==> src/rtl/vga_pkg.sv <==
// Shared VGA 640x480@60 timing constants and coordinate type, used by the
// timing generator and by the renderer that consumes its coordinates.
package vga_pkg;

  localparam int COORD_W = 11;
  typedef logic [COORD_W-1:0] coord_t;

  localparam int H_ACTIVE_DEF = 640;
  localparam int H_FP_DEF     = 16;
  localparam int H_SYNC_DEF   = 96;
  localparam int H_BP_DEF     = 48;
  localparam int V_ACTIVE_DEF = 480;
  localparam int V_FP_DEF     = 10;
  localparam int V_SYNC_DEF   = 2;
  localparam int V_BP_DEF     = 33;

  localparam int H_TOTAL = H_ACTIVE_DEF + H_FP_DEF + H_SYNC_DEF + H_BP_DEF;
  localparam int V_TOTAL = V_ACTIVE_DEF + V_FP_DEF + V_SYNC_DEF + V_BP_DEF;

  // Sync windows are inclusive on both ends: hsync low on x=656..751, vsync low on y=490..491.
  localparam int H_SYNC_START = H_ACTIVE_DEF + H_FP_DEF;
  localparam int H_SYNC_END   = H_SYNC_START + H_SYNC_DEF - 1;
  localparam int V_SYNC_START = V_ACTIVE_DEF + V_FP_DEF;
  localparam int V_SYNC_END   = V_SYNC_START + V_SYNC_DEF - 1;

  localparam int PIX_DIV = 4;

  typedef enum logic [0:0] {
    TS_RESTART,
    TS_RUN
  } timing_state_t;

  typedef struct packed {
    logic hsync;
    logic vsync;
    logic video_on;
  } sync_t;

  function automatic coord_t step_wrap(input coord_t v, input coord_t last);
    return (v == last) ? '0 : coord_t'(v + coord_t'(1));
  endfunction

  function automatic logic in_range(input coord_t v, input coord_t lo, input coord_t hi);
    return (v >= lo) && (v <= hi);
  endfunction

endpackage

==> src/rtl/vga_timing_if.sv <==
// Raster timing bundle: coordinates, syncs, blanking and pixel strobes
// driven by vga_timing (master) and consumed by the renderer (slave).
interface vga_timing_if;
  import vga_pkg::*;

  coord_t x;
  coord_t y;
  logic   hsync;
  logic   vsync;
  logic   video_on;
  logic   pix_en;
  logic   frame_start;

  modport master (
    output x, y, hsync, vsync, video_on, pix_en, frame_start
  );

  modport slave (
    input x, y, hsync, vsync, video_on, pix_en, frame_start
  );

endinterface

==> src/rtl/vga_timing_pix_div.sv <==
// Divide-by-4 pixel enable (100 MHz clk to 25 MHz pixel rate).
// Only built when VGA_PIX_DIV_EN is defined.
`ifdef VGA_PIX_DIV_EN
module pix_div (
  input  logic clk,
  input  logic reset,
  output logic pix_en
);

  logic [1:0] div_reg;
  logic       pix_en_reg;

  // Registered strobe: first pulse lands on the 4th edge after reset release.
  always_ff @(posedge clk) begin
    if (reset) begin
      div_reg    <= 2'd0;
      pix_en_reg <= 1'b0;
    end else begin
      div_reg    <= div_reg + 2'd1;
      pix_en_reg <= (div_reg == 2'd3);
    end
  end

  assign pix_en = pix_en_reg;

endmodule
`endif

==> src/rtl/vga_timing.sv <==
// VGA raster timing generator: 11-bit x/y counters with registered, skew-free
// sync/blank outputs. Define VGA_PIX_DIV_EN to advance on every 4th clk via pix_div.
module vga_timing
  import vga_pkg::*;
#(
  parameter int H_ACTIVE = H_ACTIVE_DEF,
  parameter int H_FP     = H_FP_DEF,
  parameter int H_SYNC   = H_SYNC_DEF,
  parameter int H_BP     = H_BP_DEF,
  parameter int V_ACTIVE = V_ACTIVE_DEF,
  parameter int V_FP     = V_FP_DEF,
  parameter int V_SYNC   = V_SYNC_DEF,
  parameter int V_BP     = V_BP_DEF
) (
  input  logic         clk,
  input  logic         reset,
  vga_timing_if.master vga
);

  localparam int     H_TOT    = H_ACTIVE + H_FP + H_SYNC + H_BP;
  localparam int     V_TOT    = V_ACTIVE + V_FP + V_SYNC + V_BP;
  localparam coord_t H_LAST   = coord_t'(H_TOT - 1);
  localparam coord_t V_LAST   = coord_t'(V_TOT - 1);
  localparam coord_t H_VIS    = coord_t'(H_ACTIVE);
  localparam coord_t V_VIS    = coord_t'(V_ACTIVE);
  localparam coord_t HS_FIRST = coord_t'(H_ACTIVE + H_FP);
  localparam coord_t HS_LAST  = coord_t'(H_ACTIVE + H_FP + H_SYNC - 1);
  localparam coord_t VS_FIRST = coord_t'(V_ACTIVE + V_FP);
  localparam coord_t VS_LAST  = coord_t'(V_ACTIVE + V_FP + V_SYNC - 1);

  logic pix_en;

`ifdef VGA_PIX_DIV_EN
  pix_div u_pix_div (
    .clk    (clk),
    .reset  (reset),
    .pix_en (pix_en)
  );
`else
  logic pix_en_reg;

  always_ff @(posedge clk) begin
    if (reset) begin
      pix_en_reg <= 1'b0;
    end else begin
      pix_en_reg <= 1'b1;
    end
  end

  assign pix_en = pix_en_reg;
`endif

  coord_t        x_reg;
  coord_t        y_reg;
  coord_t        x_next;
  coord_t        y_next;
  logic          frame_wrap;
  sync_t         sync_reg;
  sync_t         sync_next;
  logic          frame_start_reg;
  timing_state_t state_reg;

  // Compare-and-wrap counters; y only moves on the edge where x wraps.
  always_comb begin
    x_next     = x_reg;
    y_next     = y_reg;
    frame_wrap = 1'b0;
    if (pix_en) begin
      x_next = step_wrap(x_reg, H_LAST);
      if (x_reg == H_LAST) begin
        y_next     = step_wrap(y_reg, V_LAST);
        frame_wrap = (y_reg == V_LAST);
      end
    end
  end

  // Decoded from the next coordinates so the registered syncs line up with x/y.
  assign sync_next = '{
    hsync:    ~in_range(x_next, HS_FIRST, HS_LAST),
    vsync:    ~in_range(y_next, VS_FIRST, VS_LAST),
    video_on: (x_next < H_VIS) && (y_next < V_VIS)
  };

  always_ff @(posedge clk) begin
    if (reset) begin
      state_reg       <= TS_RESTART;
      x_reg           <= '0;
      y_reg           <= '0;
      sync_reg        <= '{hsync: 1'b1, vsync: 1'b1, video_on: 1'b0};
      frame_start_reg <= 1'b0;
    end else begin
      x_reg    <= x_next;
      y_reg    <= y_next;
      sync_reg <= sync_next;
      case (state_reg)
        // The first edge out of reset presents (0,0) as a fresh frame.
        TS_RESTART: begin
          frame_start_reg <= 1'b1;
          state_reg       <= TS_RUN;
        end
        default: begin
          frame_start_reg <= frame_wrap;
          state_reg       <= TS_RUN;
        end
      endcase
    end
  end

  assign vga.x           = x_reg;
  assign vga.y           = y_reg;
  assign vga.hsync       = sync_reg.hsync;
  assign vga.vsync       = sync_reg.vsync;
  assign vga.video_on    = sync_reg.video_on;
  assign vga.pix_en      = pix_en;
  assign vga.frame_start = frame_start_reg;

endmodule

==> src/flat_wrapper.sv <==
// flat-port wrapper written by rule: the top's interface ports become plain ports
module vga_timing_flat import vga_pkg::*;
#(
  parameter int H_ACTIVE = H_ACTIVE_DEF,
  parameter int H_FP     = H_FP_DEF,
  parameter int H_SYNC   = H_SYNC_DEF,
  parameter int H_BP     = H_BP_DEF,
  parameter int V_ACTIVE = V_ACTIVE_DEF,
  parameter int V_FP     = V_FP_DEF,
  parameter int V_SYNC   = V_SYNC_DEF,
  parameter int V_BP     = V_BP_DEF
)
  (clk, reset, vga_x, vga_y, vga_hsync, vga_vsync, vga_video_on, vga_pix_en, vga_frame_start);
  vga_timing_if vga_i ();
  input  logic clk;
  input  logic reset;
  output wire logic [$bits(vga_i.x)-1:0] vga_x;
  output wire logic [$bits(vga_i.y)-1:0] vga_y;
  output wire logic [$bits(vga_i.hsync)-1:0] vga_hsync;
  output wire logic [$bits(vga_i.vsync)-1:0] vga_vsync;
  output wire logic [$bits(vga_i.video_on)-1:0] vga_video_on;
  output wire logic [$bits(vga_i.pix_en)-1:0] vga_pix_en;
  output wire logic [$bits(vga_i.frame_start)-1:0] vga_frame_start;
  assign vga_x = vga_i.x;
  assign vga_y = vga_i.y;
  assign vga_hsync = vga_i.hsync;
  assign vga_vsync = vga_i.vsync;
  assign vga_video_on = vga_i.video_on;
  assign vga_pix_en = vga_i.pix_en;
  assign vga_frame_start = vga_i.frame_start;
  vga_timing #(.H_ACTIVE(H_ACTIVE), .H_FP(H_FP), .H_SYNC(H_SYNC), .H_BP(H_BP), .V_ACTIVE(V_ACTIVE), .V_FP(V_FP), .V_SYNC(V_SYNC), .V_BP(V_BP)) u_core (.clk(clk), .reset(reset), .vga(vga_i));
endmodule
==> config.mk <==
export PLATFORM = sky130hd
export DESIGN_NAME = vga_timing_flat
export DESIGN_NICKNAME = d
export VERILOG_FILES = /design/src/rtl/vga_pkg.sv /design/src/rtl/vga_timing_if.sv /design/src/rtl/vga_timing_pix_div.sv /design/src/rtl/vga_timing.sv /design/src/flat_wrapper.sv
export SDC_FILE = /design/constraint.sdc
export NUM_CORES = 1
export LEC_CHECK = 0
export CAP_MARGIN = 20
export CORE_MARGIN = 1
export CORE_UTILIZATION = 55
export CTS_CLUSTER_SIZE = 8
export DETAILED_ROUTE_END_ITERATION = 10
export PLACE_DENSITY = 0.83
export SYNTH_ARGS = -nofsm -noshare
export SYNTH_HDL_FRONTEND = slang
export SYNTH_HIERARCHICAL = 1
export SYNTH_SLANG_ARGS = --single-unit
==> constraint.sdc <==
create_clock -name clk -period 3.45 [get_ports clk]
set_clock_uncertainty 0.15 [all_clocks]
set_input_delay 0.69 -clock clk [delete_from_list [all_inputs] [get_ports clk]]
set_output_delay 0.69 -clock clk [all_outputs]
set_load 0.05 [all_outputs]
# Word level (Yosys, flattened, before mapping)

Index checks and enable logic that the tools add are counted.

Bits of input ports: 2
Output and inout bits: 27
Register bits after elaboration: 27
Word-level logic and storage cells: 30

Bitwise operators: 2
Mux-type cells: 8
Equal/unequal tests: 2
Magnitude comparators: 6
$add $sub $neg: 2
Reduce and logical (&&, ||, !) cells: 3

Operators with widths:

| kind                    | count |
|---|---|
| $mux W11                | 5 |
| $add A11 B1 Y11 const B | 2 |
| $eq A11 B10 Y1 const B  | 2 |
| $ge A11 B10 Y1 const B  | 1 |
| $ge A11 B9 Y1 const B   | 1 |
| $le A11 B10 Y1 const B  | 1 |
| $le A11 B9 Y1 const B   | 1 |
| $lt A11 B10 Y1 const B  | 1 |
| $lt A11 B9 Y1 const B   | 1 |
| $logic_and A1 B1 Y1     | 3 |
| $mux W1                 | 3 |
| $not A1 Y1              | 2 |

# Depth between registers and ports, before layout

Gate-level depths: netlist (run 1).

Word-level depth: 7
Depth in mapped cells: 7
Depth with buffers taken out: 6

# Worst setup path after synthesis (run 1)

No wires, ideal clock.

Path kind: register to register
Start point: register u_core.x_reg[8] (netlist: u_core/vga.x[8])
End point: register u_core.sync_reg, in the netlist u_core/vga.video_on
Stages on the path, launching flop included: 8
Path buffers: 2
Period minus slack after synthesis: 2.589 ns
Data arrival time: 2.351 ns
Setup slack: 0.861 ns
Required time: 3.212 ns
Setup time: 0.088 ns
Cells stage by stage: dfxtp_1 > buf_6 > or3b_1 > buf_6 > or4_4 > a211oi_2 > a311o_2 > nor4bb_4

Longest elaborated chain between the ends: 5
Elaborated cells between the ends (all ways): 9
Classes of those cells: add/sub (1); order compare (2); eq/ne (1); mux (4); reduce/logical (1)

Ends and longest elaborated chain:

| what                                                     | line                            | RTL |
|---|---|---|
| start: declaration                                       | vga_timing.sv:53                | `coord_t x_reg;` |
| start signal: assignment                                 | vga_timing.sv:92                | `x_reg <= x_next;` |
| $add A11 B1 Y11 / $eq A11 B10 Y1 (equally long branches) | vga_pkg.sv:40, vga_timing.sv:70 |  |
| $mux W11 (on tied branches)                              | vga_pkg.sv:40, vga_timing.sv:70 |  |
| $mux W11                                                 | vga_timing.sv:68                | `if (pix_en) begin` |
| $lt A11 B10 Y1 / $lt A11 B9 Y1 (equally long branches)   | vga_timing.sv:81                | `video_on: (x_next < H_VIS) && (y_next < V_VIS)` |
| $logic_and A1 B1 Y1 (*)                                  | vga_timing.sv:81                |  |
| end signal: assignment                                   | vga_timing.sv:89                | `sync_reg <= '{hsync: 1'b1, vsync: 1'b1, video_on: 1'b0};` |
| end signal: assignment                                   | vga_timing.sv:94                | `sync_reg <= sync_next;` |
| end: declaration                                         | vga_timing.sv:58                | `sync_t sync_reg;` |

Every way passes the cells marked *; elsewhere a longest branch is shown, timed or not.
A chain may end at the register's enable or synchronous reset.

==> results.json, run 1 <==
{
  "status": "finished, final reports clean",
  "crit_chain": "clkdlybuf4s50_1",
  "grt_pass1_wl_mm": 5.92,
  "initial_utilization_pct": 60.4,
  "hold_class": "reg -> reg",
  "drtIter0Drc": 57,
  "hpwl_mm": 2.69,
  "ys_seq_elements": 27,
  "path_delay_family": "buffers and inverters",
  "stdcell_area_mm2": 0.00184,
  "yosysSeqAreaShare_pct": 34.6,
  "avgSynthCellArea_um2": 8.55,
  "htreeDepth": 1,
  "synth_fp_nets": 188,
  "n_fill_cell": 219,
  "cp.arrival_ps": 1930,
  "worst-setup-path-type": "reg -> out",
  "power_leakage_nw": 0.647,
  "async_reset_ff_share_pct": 0,
  "finalSetupViolCount": 0,
  "syn_inst": 183,
  "vias": 1419,
  "nets": 209,
  "min_delay_path_depth": 2,
  "gp_congestion": 0.878,
  "grt_pass1_vias": 1306,
  "antenna_found_initial": 0,
  "placed_area_mm2": 0.00181,
  "synthFlopType": "dfxtp_1",
  "postCtsSetupBuffers": 0,
  "rows": 18,
  "post-route-drc-count": 0,
  "dieArea_mm2": 0.00306,
  "die_y_um": 55.3,
  "final_max_slew_viol_count": 0,
  "slowest_stage": "clkdlybuf4s50_1",
  "ant_nets": 0,
  "p_per_area_mw_per_mm2": 278,
  "dp.cells": 229,
  "wire_per_inst_um": 15.4,
  "postRouteWirelength_mm": 3.60,
  "rsz0062_at_grt": "no",
  "clock-sinks": 27,
  "n_antenna_cell": 0,
  "grt_max_degree": 19,
  "clk_pin_slew_worst_paths_ps": 140,
  "area_delta_synth_final_pct": 17.7,
  "peakVddDrop_v": 0.000226,
  "overflow": 0,
  "final_common_cell": "clkdlybuf4s50_1",
  "start_kind": "register",
  "track_usage_pct": 24.1,
  "drive_gt1_share_pct": 7.39,
  "cts_buffers": 3,
  "max_slew.worst_pin.slew_ps": 549,
  "drv_cap": 0,
  "crit_required_ps": 2610,
  "holdBufCountCts": 0,
  "io_pins": 29,
  "fin_tns_setup_ps": 0,
  "drt-pass1-iter-count": 4,
  "layout.cells.non_filler": 233,
  "worst-path-stages": 1,
  "synth_warnings": 6,
  "r2r_cells": 5,
  "fmax_mhz": 362,
  "die_w_um": 55.3,
  "cp_max_fo": 18,
  "timing.final.crit_share_pct": 80.2,
  "synth.distinct_cells": 44,
  "place.port_buffers": 28,
  "finalHoldViolations": 0,
  "avgViaCountPerCell": 6.09,
  "relSlewSlack_pct": 63.3,
  "min_period_ps": 2770,
  "critical-path-max-stage-delay_ps": 910,
  "path_buf_inv": 1,
  "cts-resized-gates": 0,
  "insertion_delay_ps": 320,
  "netlist_area_mm2": 0.00156,
  "cts_buffer_depth": 2,
  "synth-edff-count": 0,
  "cts_tree": "built",
  "core_area_mm2": 0.00259,
  "cts_root_buffer": "clkbuf_4",
  "most-common-layout-cells": "clkdlybuf4s50_1, dfxtp_1, nor2_1",
  "end_kind": "primary output"
}
## metrics by stage
stage,utilization [%],hold slack [ps],power [mW],setup WS [ps]
after floorplan,-,573,0.368,861
after global placement,70.0,350,0.380,1040
after detailed placement,70.0,375,0.382,939
after CTS,71.1,396,0.514,694
after global routing,71.1,444,0.534,607
final,71.1,399,0.511,684
## final timing paths
| kind | startpoint | end | slack, ps |
|---|---|---|---|
| worst max-delay path | u_core/state_reg$_DFF_P_ | vga_pix_en | 680 |
| worst min-delay path | u_core/vga.x[1]$_SDFF_PP0_ | u_core/vga.x[1]$_SDFF_PP0_ | 400 |
| worst max register to register | u_core/vga.x[8]$_SDFF_PP0_ | u_core/vga.vsync$_SDFF_PP1_ | 920 |
| worst min register to register | u_core/vga.x[1]$_SDFF_PP0_ | u_core/vga.x[1]$_SDFF_PP0_ | 400 |
## synth_stat cells, drive strengths merged, types with 4 or more instances
library cell  number  area share [%]
xor2              11             6.2
nand4             13             5.2
dfxtp             27              35
nor4               5             4.3
buf                6             3.2
nor2              22             5.3
clkbuf             7             1.7
nand2             19             4.6
nand3              9             2.9
nand2b             4             1.6
nor3               4             1.3
a21oi              9             2.9
inv                4            0.96
xnor2              9             5.0
## kinds of logic (layout without fill, tap and decap cells)
kind of cell	count (synthesis)	count (layout)	share of synthesized area, %
and+or+nand+nor	93	93	34.9
DFF	27	27	34.6
AOI/OAI and AO/OA	22	22	10.5
xor gates and xnor gates	20	20	11.2
buffers and inverters	17	37	5.84
adders and majority gates	3	3	2.40
muxes	1	1	0.640
## layout make-up
type                            count  area (um^2)  area share [%]
Multi-Input combinational cell    139          932            50.6
Sequential cell                    27          541            29.4
Timing Repair Buffer               29          288            15.6
Tap cell                           30         37.5            2.04
Clock buffer                        3         22.5            1.22
Inverter                            4         15.0           0.816
Clock inverter                      1         5.00           0.272
## where the power goes
part           internal [mW]  switching, mW
sequential             0.317        0.00745
clock                 0.0435         0.0920
combinational         0.0177         0.0334
## routing by layer
layer / track usage [%] / part of all wire (%) / vias up
li1: - / - / 694
met1: 30.6 / 43 / 661
met2: 41.7 / 50 / 56
met3: 3.28 / 5.4 / 8
met4: 8.21 / 1.8 / 0
met5: 0 / 0 / -
Power figures use the tool's default switching activity.
==> inputs of run 2 (changes only) <==
--- a/config.mk
+++ b/config.mk
@@ -7,10 +7,10 @@
 export LEC_CHECK = 0
 export CAP_MARGIN = 20
 export CORE_MARGIN = 1
-export CORE_UTILIZATION = 55
+export CORE_UTILIZATION = 46
 export CTS_CLUSTER_SIZE = 8
 export DETAILED_ROUTE_END_ITERATION = 10
-export PLACE_DENSITY = 0.83
+export PLACE_DENSITY = 0.74
 export SYNTH_ARGS = -nofsm -noshare
 export SYNTH_HDL_FRONTEND = slang
 export SYNTH_HIERARCHICAL = 1
==> constraint.sdc (replaced) <==
create_clock -name clk -period 2.25 [get_ports clk]
set_clock_uncertainty 0.15 [all_clocks]
set_input_delay 0.45 -clock clk [delete_from_list [all_inputs] [get_ports clk]]
set_output_delay 0.45 -clock clk [all_outputs]
set_load 0.05 [all_outputs]
==> run 2 against run 1 <==
Against the previous run:
- combinational power up 110%
- highest routed layer unchanged
- critical path type is now reg -> reg
- routed wire length increased by 15%
- sequential share of layout area down 2.9 points
- sequential power up 52%
- non-clock buffer count up 22
==> results.json, run 2 (same netlist as run 1, synthesis figures left out) <==
{
  "status": "finished, final reports clean",
  "grt_pass1_vias": 1371,
  "dieArea_mm2": 0.00364,
  "antenna_found_initial": 0,
  "layout.cells.non_filler": 269,
  "path_delay_family": "simple AND/OR/NAND/NOR gates",
  "min_delay_path_depth": 2,
  "post-route-util_pct": 67.2,
  "peakVddDrop_v": 0.000284,
  "clk_pin_slew_worst_paths_ps": 160,
  "insertion_delay_ps": 330,
  "postRouteWirelength_mm": 4.14,
  "grt_pass1_wl_mm": 6.51,
  "post-route-drc-count": 0,
  "most-common-layout-cells": "buf_4, nor2_1, nand2_1",
  "nets": 231,
  "cts_buffer_depth": 2,
  "path_buf_inv": 0,
  "htreeDepth": 1,
  "critical-path-max-stage-delay_ps": 570,
  "p_per_area_mw_per_mm2": 389,
  "finalSetupViolCount": 0,
  "dp.cells": 261,
  "relSlewSlack_pct": 63.3,
  "whs_ps": 367,
  "io_pins": 29,
  "regArea_um2": 557,
  "ant_nets": 0,
  "final_max_slew_viol_count": 0,
  "vias": 1508,
  "crit_required_ps": 2360,
  "gp_congestion": 0.926,
  "n_antenna_cell": 0,
  "finalHoldViolations": 0,
  "stdcell_area_mm2": 0.00210,
  "worstHoldStart": "u_core/vga.x[1]$_SDFF_PP0_",
  "r2r_setup_slack_ps": 50,
  "core_area_mm2": 0.00313,
  "holdPathEnd": "u_core/vga.x[1]$_SDFF_PP0_",
  "end_kind": "register",
  "initial_utilization_pct": 50.0,
  "power_leakage_nw": 0.978,
  "overflow": 0,
  "cts_root_buffer": "clkbuf_4",
  "avgViaCountPerCell": 5.61,
  "area_delta_synth_final_pct": 34.4,
  "slowest_stage": "or4_4",
  "hold_class": "reg -> reg",
  "placed_area_mm2": 0.00197,
  "fmax_mhz": 454,
  "start_kind": "register",
  "cp.arrival_ps": 2310,
  "rows": 20,
  "max_slew.worst_pin.slew_ps": 548,
  "grt_max_degree": 16,
  "min_period_ps": 2200,
  "timing.final.crit_share_pct": 97.9,
  "n_fill_cell": 287,
  "drtIter0Drc": 119,
  "holdBufCountCts": 0,
  "clock-sinks": 27,
  "worst-setup-path-type": "reg -> reg",
  "track_usage_pct": 24.0,
  "drv_cap": 0,
  "crit_chain": "or3b_4, or4_4, a211oi_2, a311o_2, nor4bb_4",
  "r2r_cells": 5,
  "die_y_um": 60.3,
  "timing.rr.start": "u_core/vga.x[10]$_SDFF_PP0_",
  "fin_tns_setup_ps": 0,
  "cp_max_fo": 5,
  "multi_input_area_um2": 995,
  "drive_gt1_share_pct": 27.1,
  "rr_endpoint": "u_core/vga.video_on$_SDFF_PP0_",
  "drt-pass1-iter-count": 5,
  "cts_tree": "built",
  "hpwl_mm": 3.00,
  "cts_buffers": 3,
  "wire_per_inst_um": 15.4,
  "die_w_um": 60.3,
  "final_common_cell": "buf_4",
  "place.port_buffers": 28
}
==> run 2: cell count changes in the layout (fill, tap and decap cells not counted), sizes merged <==
cell	previous run	this run
buf	1	28
clkdlybuf4s50	28	9
dlymetal6s2s	0	8
dlygate4sd2	0	6
==> run 2: layout make-up <==
type                       instances  area share, %
multi-input combinational        139           47.3
sequential                        27           26.5
timing repair buffer              51           21.5
tap                               44           2.62
clock buffer                       3           1.07
inverter                           4          0.714
clock inverter                     1          0.238
==> run 2: what timing repair did <==
item,CTS,global route
setup buffers,0,4
gates resized for setup,6,21
setup endpoints to repair,6,21
endpoints found under the hold margin,0,0
pin swaps,0,10
==> run 2: metal layers <==
metal | vias to the layer above | part of all wire [%] | wire (um) | GRT usage (%)
li1 | 734 | - | - | -
met1 | 712 | 45 | 1860 | 32.7
met2 | 52 | 49 | 2010 | 38.9
met3 | 10 | 4.8 | 198 | 3.46
met4 | 0 | 1.8 | 75 | 7.64
met5 | - | 0 | 0 | 0
==> run 2: worst reg2reg max path: stages, from the launching register on <==
cell      delay (ps)
dfxtp_2          370
or3b_4           440
or4_4            570
a211oi_2         210
a311o_2          140
nor4bb_4         260
==> run 2: worst max path at each step <==
stage	from	end	cells past startpoint
6_report	u_core/vga.x[10]$_SDFF_PP0_	u_core/vga.video_on$_SDFF_PP0_	5
3_3_place_gp	u_core/vga.x[7]$_SDFF_PP0_	u_core/vga.video_on$_SDFF_PP0_	5
5_1_grt	u_core/vga.x[6]$_SDFF_PP0_	u_core/vga.video_on$_SDFF_PP0_	5
4_1_cts	u_core/vga.x[5]$_SDFF_PP0_	vga_x[5]	2
3_5_place_dp	u_core/vga.x[10]$_SDFF_PP0_	u_core/vga.video_on$_SDFF_PP0_	6
2_1_floorplan	u_core/vga.x[8]$_SDFF_PP0_	u_core/vga.video_on$_SDFF_PP0_	7
==> run 2: power breakdown <==
part	switching (mW)	internal (mW)	leakage [nW]	total, mW
logic	0.0621	0.0431	0.737	0.105
registers	0.00802	0.484	0.224	0.492
clock network	0.154	0.0667	0.0177	0.221
==> run 2: stage by stage <==
| stage | setup WS (ps) | total power, mW |
|---|---|---|
| 2_1_floorplan | -81.0 | 0.562 |
| 6_report | 48.0 | 0.818 |
| 5_1_grt | -26.9 | 0.852 |
| 4_1_cts | 4.99 | 0.808 |
| 3_5_place_dp | 45.5 | 0.594 |
| 3_3_place_gp | 112 | 0.592 |
==> inputs of run 3 (changes only) <==
--- a/config.mk
+++ b/config.mk
@@ -7,10 +7,13 @@
 export LEC_CHECK = 0
 export CAP_MARGIN = 20
 export CORE_MARGIN = 1
-export CORE_UTILIZATION = 46
+export CORE_UTILIZATION = 56
 export CTS_CLUSTER_SIZE = 8
 export DETAILED_ROUTE_END_ITERATION = 10
+export DONT_BUFFER_PORTS = 1
+export GPL_ROUTABILITY_DRIVEN = 0
 export PLACE_DENSITY = 0.74
+export SLEW_MARGIN = 20
 export SYNTH_ARGS = -nofsm -noshare
 export SYNTH_HDL_FRONTEND = slang
 export SYNTH_HIERARCHICAL = 1
==> run 3 against run 2 <==
Against the previous run:
- global-route usage grew 4.5 points
- cell count down 9.3%
- first-iteration DRC count down 42%
- combinational power down 24%
- sequential power up 1%
- via count rose by 0.80%
- sequential share of layout area rose by 2.7 points
- count of clock-buffer cells in the layout unchanged
- total power down 1.8%
- fmax increased by 0.97%
- sequential cell count stayed put
- setup slack improved by 21 ps
- critical path type unchanged
- largest cell class unchanged
- largest power group unchanged
==> results.json, run 3 (same netlist as run 1, synthesis figures left out) <==
{
  "timing.final.crit_share_pct": 96.9,
  "final_common_cell": "buf_4",
  "cts_buffer_depth": 2,
  "drive_gt1_share_pct": 30.8,
  "worst-setup-path-type": "reg -> reg",
  "crit_required_ps": 2360,
  "clock-sinks": 27,
  "grt_max_degree": 17,
  "crit_chain": "or3b_4, buf_4, nor4_4, nand4_1, nand3_1, nor4bb_4",
  "final_max_slew_viol_count": 0,
  "post-route-drc-count": 0,
  "post-route-util_pct": 74.5,
  "cp_max_fo": 5,
  "slowest_stage": "or3b_4",
  "hpwl_mm": 2.90,
  "most-common-layout-cells": "buf_4, nor2_1, nand2_1, dfxtp_1, nand4_1",
  "vias": 1520,
  "drt-pass1-iter-count": 4,
  "drtIter0Drc": 69,
  "fmax_mhz": 459,
  "htreeDepth": 1,
  "status": "finished, final reports clean",
  "die_y_um": 54.8,
  "path_buf_inv": 1,
  "max_slew.worst_pin.slew_ps": 531,
  "finalSetupViolCount": 0,
  "power_mw": 0.804,
  "peakVddDrop_v": 0.000343,
  "io_pins": 29,
  "place.port_buffers": 0,
  "end_kind": "register",
  "cp.arrival_ps": 2290,
  "relSlewSlack_pct": 64.6,
  "hold_class": "in -> reg",
  "die_w_um": 54.8,
  "antenna_found_initial": 0,
  "stdcell_area_mm2": 0.00191,
  "area_delta_synth_final_pct": 22.3,
  "power_leakage_nw": 0.777,
  "rows": 18,
  "dieArea_mm2": 0.00301,
  "grt_pass1_wl_mm": 5.91,
  "n_antenna_cell": 0,
  "ant_nets": 0,
  "insertion_delay_ps": 340,
  "postRouteWirelength_mm": 4.18,
  "cts_buffers": 3,
  "clk_pin_slew_worst_paths_ps": 160,
  "min_period_ps": 2180,
  "finalHoldViolations": 0,
  "start_kind": "register",
  "nets": 220,
  "initial_utilization_pct": 60.9,
  "fin_ws_ps": 69.2,
  "placed_area_mm2": 0.00181,
  "place_ws_ps": 73.7,
  "cts_root_buffer": "clkbuf_4",
  "core_area_mm2": 0.00257,
  "path_delay_family": "simple AND/OR/NAND/NOR gates",
  "p_per_area_mw_per_mm2": 420,
  "critical-path-max-stage-delay_ps": 430,
  "cts_tree": "built",
  "track_usage_pct": 28.5,
  "grt_pass1_vias": 1306,
  "overflow": 0,
  "drv_cap": 0,
  "wire_per_inst_um": 17.1,
  "avgViaCountPerCell": 6.23
}
==> run 3: changes by cell type in the layout (fill, tap and decap cells not counted), sizes merged <==
cell / previous run / this run
buf: 28 / 38
clkdlybuf4s50: 9 / 0
dlygate4sd2: 6 / 0
dlymetal6s2s: 8 / 0
clkinv: 1 / 0
dlygate4sd3: 0 / 2
clkinvlp: 0 / 1
==> run 3: timing repair <==
item,in CTS,in global routing
gates resized for setup,0,8
setup buffers,0,2
hold buffers,1,1
endpoints found under the hold margin,9,2
setup endpoints to repair,0,8
==> run 3: layout make-up <==
type	instances	area, um^2
multi-input combinational	139	967
fill	207	654
sequential	27	558
timing repair buffer	40	305
tap	30	37.5
clock buffer	3	22.5
inverter	4	15.0
clock inverter	1	7.51
==> run 3: worst paths after layout <==
path / startpoint / endpoint / slack, ps / cells after the start
worst min-delay path: reset / u_core/vga.x[2]$_SDFF_PP0_ / 10 / 1
worst max-delay path: u_core/vga.x[7]$_SDFF_PP0_ / u_core/vga.video_on$_SDFF_PP0_ / 70 / 6
worst max register to register: u_core/vga.x[7]$_SDFF_PP0_ / u_core/vga.video_on$_SDFF_PP0_ / 70 / 6
worst min register to register: u_core/vga.x[0]$_SDFF_PP0_ / u_core/vga.x[0]$_SDFF_PP0_ / 390 / 2
==> run 3: report_power, final <==
group | switching (mW) | leakage (nW) | internal (mW)
clock | 0.157 | 0.0139 | 0.0684
sequential | 0.0149 | 0.224 | 0.484
combinational | 0.0511 | 0.539 | 0.0288
==> run 3: routing by layer <==
metal / up-vias / wire, um / global-route usage [%]
met2: 70 / 2040 / 47.0
met4: 0 / 74 / 12.8
met3: 8 / 338 / 7.22
li1: 711 / - / -
met5: - / 0 / 0
met1: 731 / 1730 / 34.4
==> run 3: metrics by stage <==
step | instances | setup TNS [ps] | hold slack, ps
2_1_floorplan | 183 | -105 | 446
5_1_grt | 244 | -62.5 | 3.60
4_1_cts | 241 | 0 | 0.179
3_3_place_gp | 236 | 0 | 322
3_5_place_dp | 236 | 0 | 347
6_report | 244 | 0 | 11.5
==> run 3: worst reg2reg max path, delay by kind of cell (launching register included) <==
kind / cells / cell delay (ps)
buffers and inverters: 1 / 180
AND/OR/NAND/NOR: 5 / 1410
flip-flops: 1 / 350
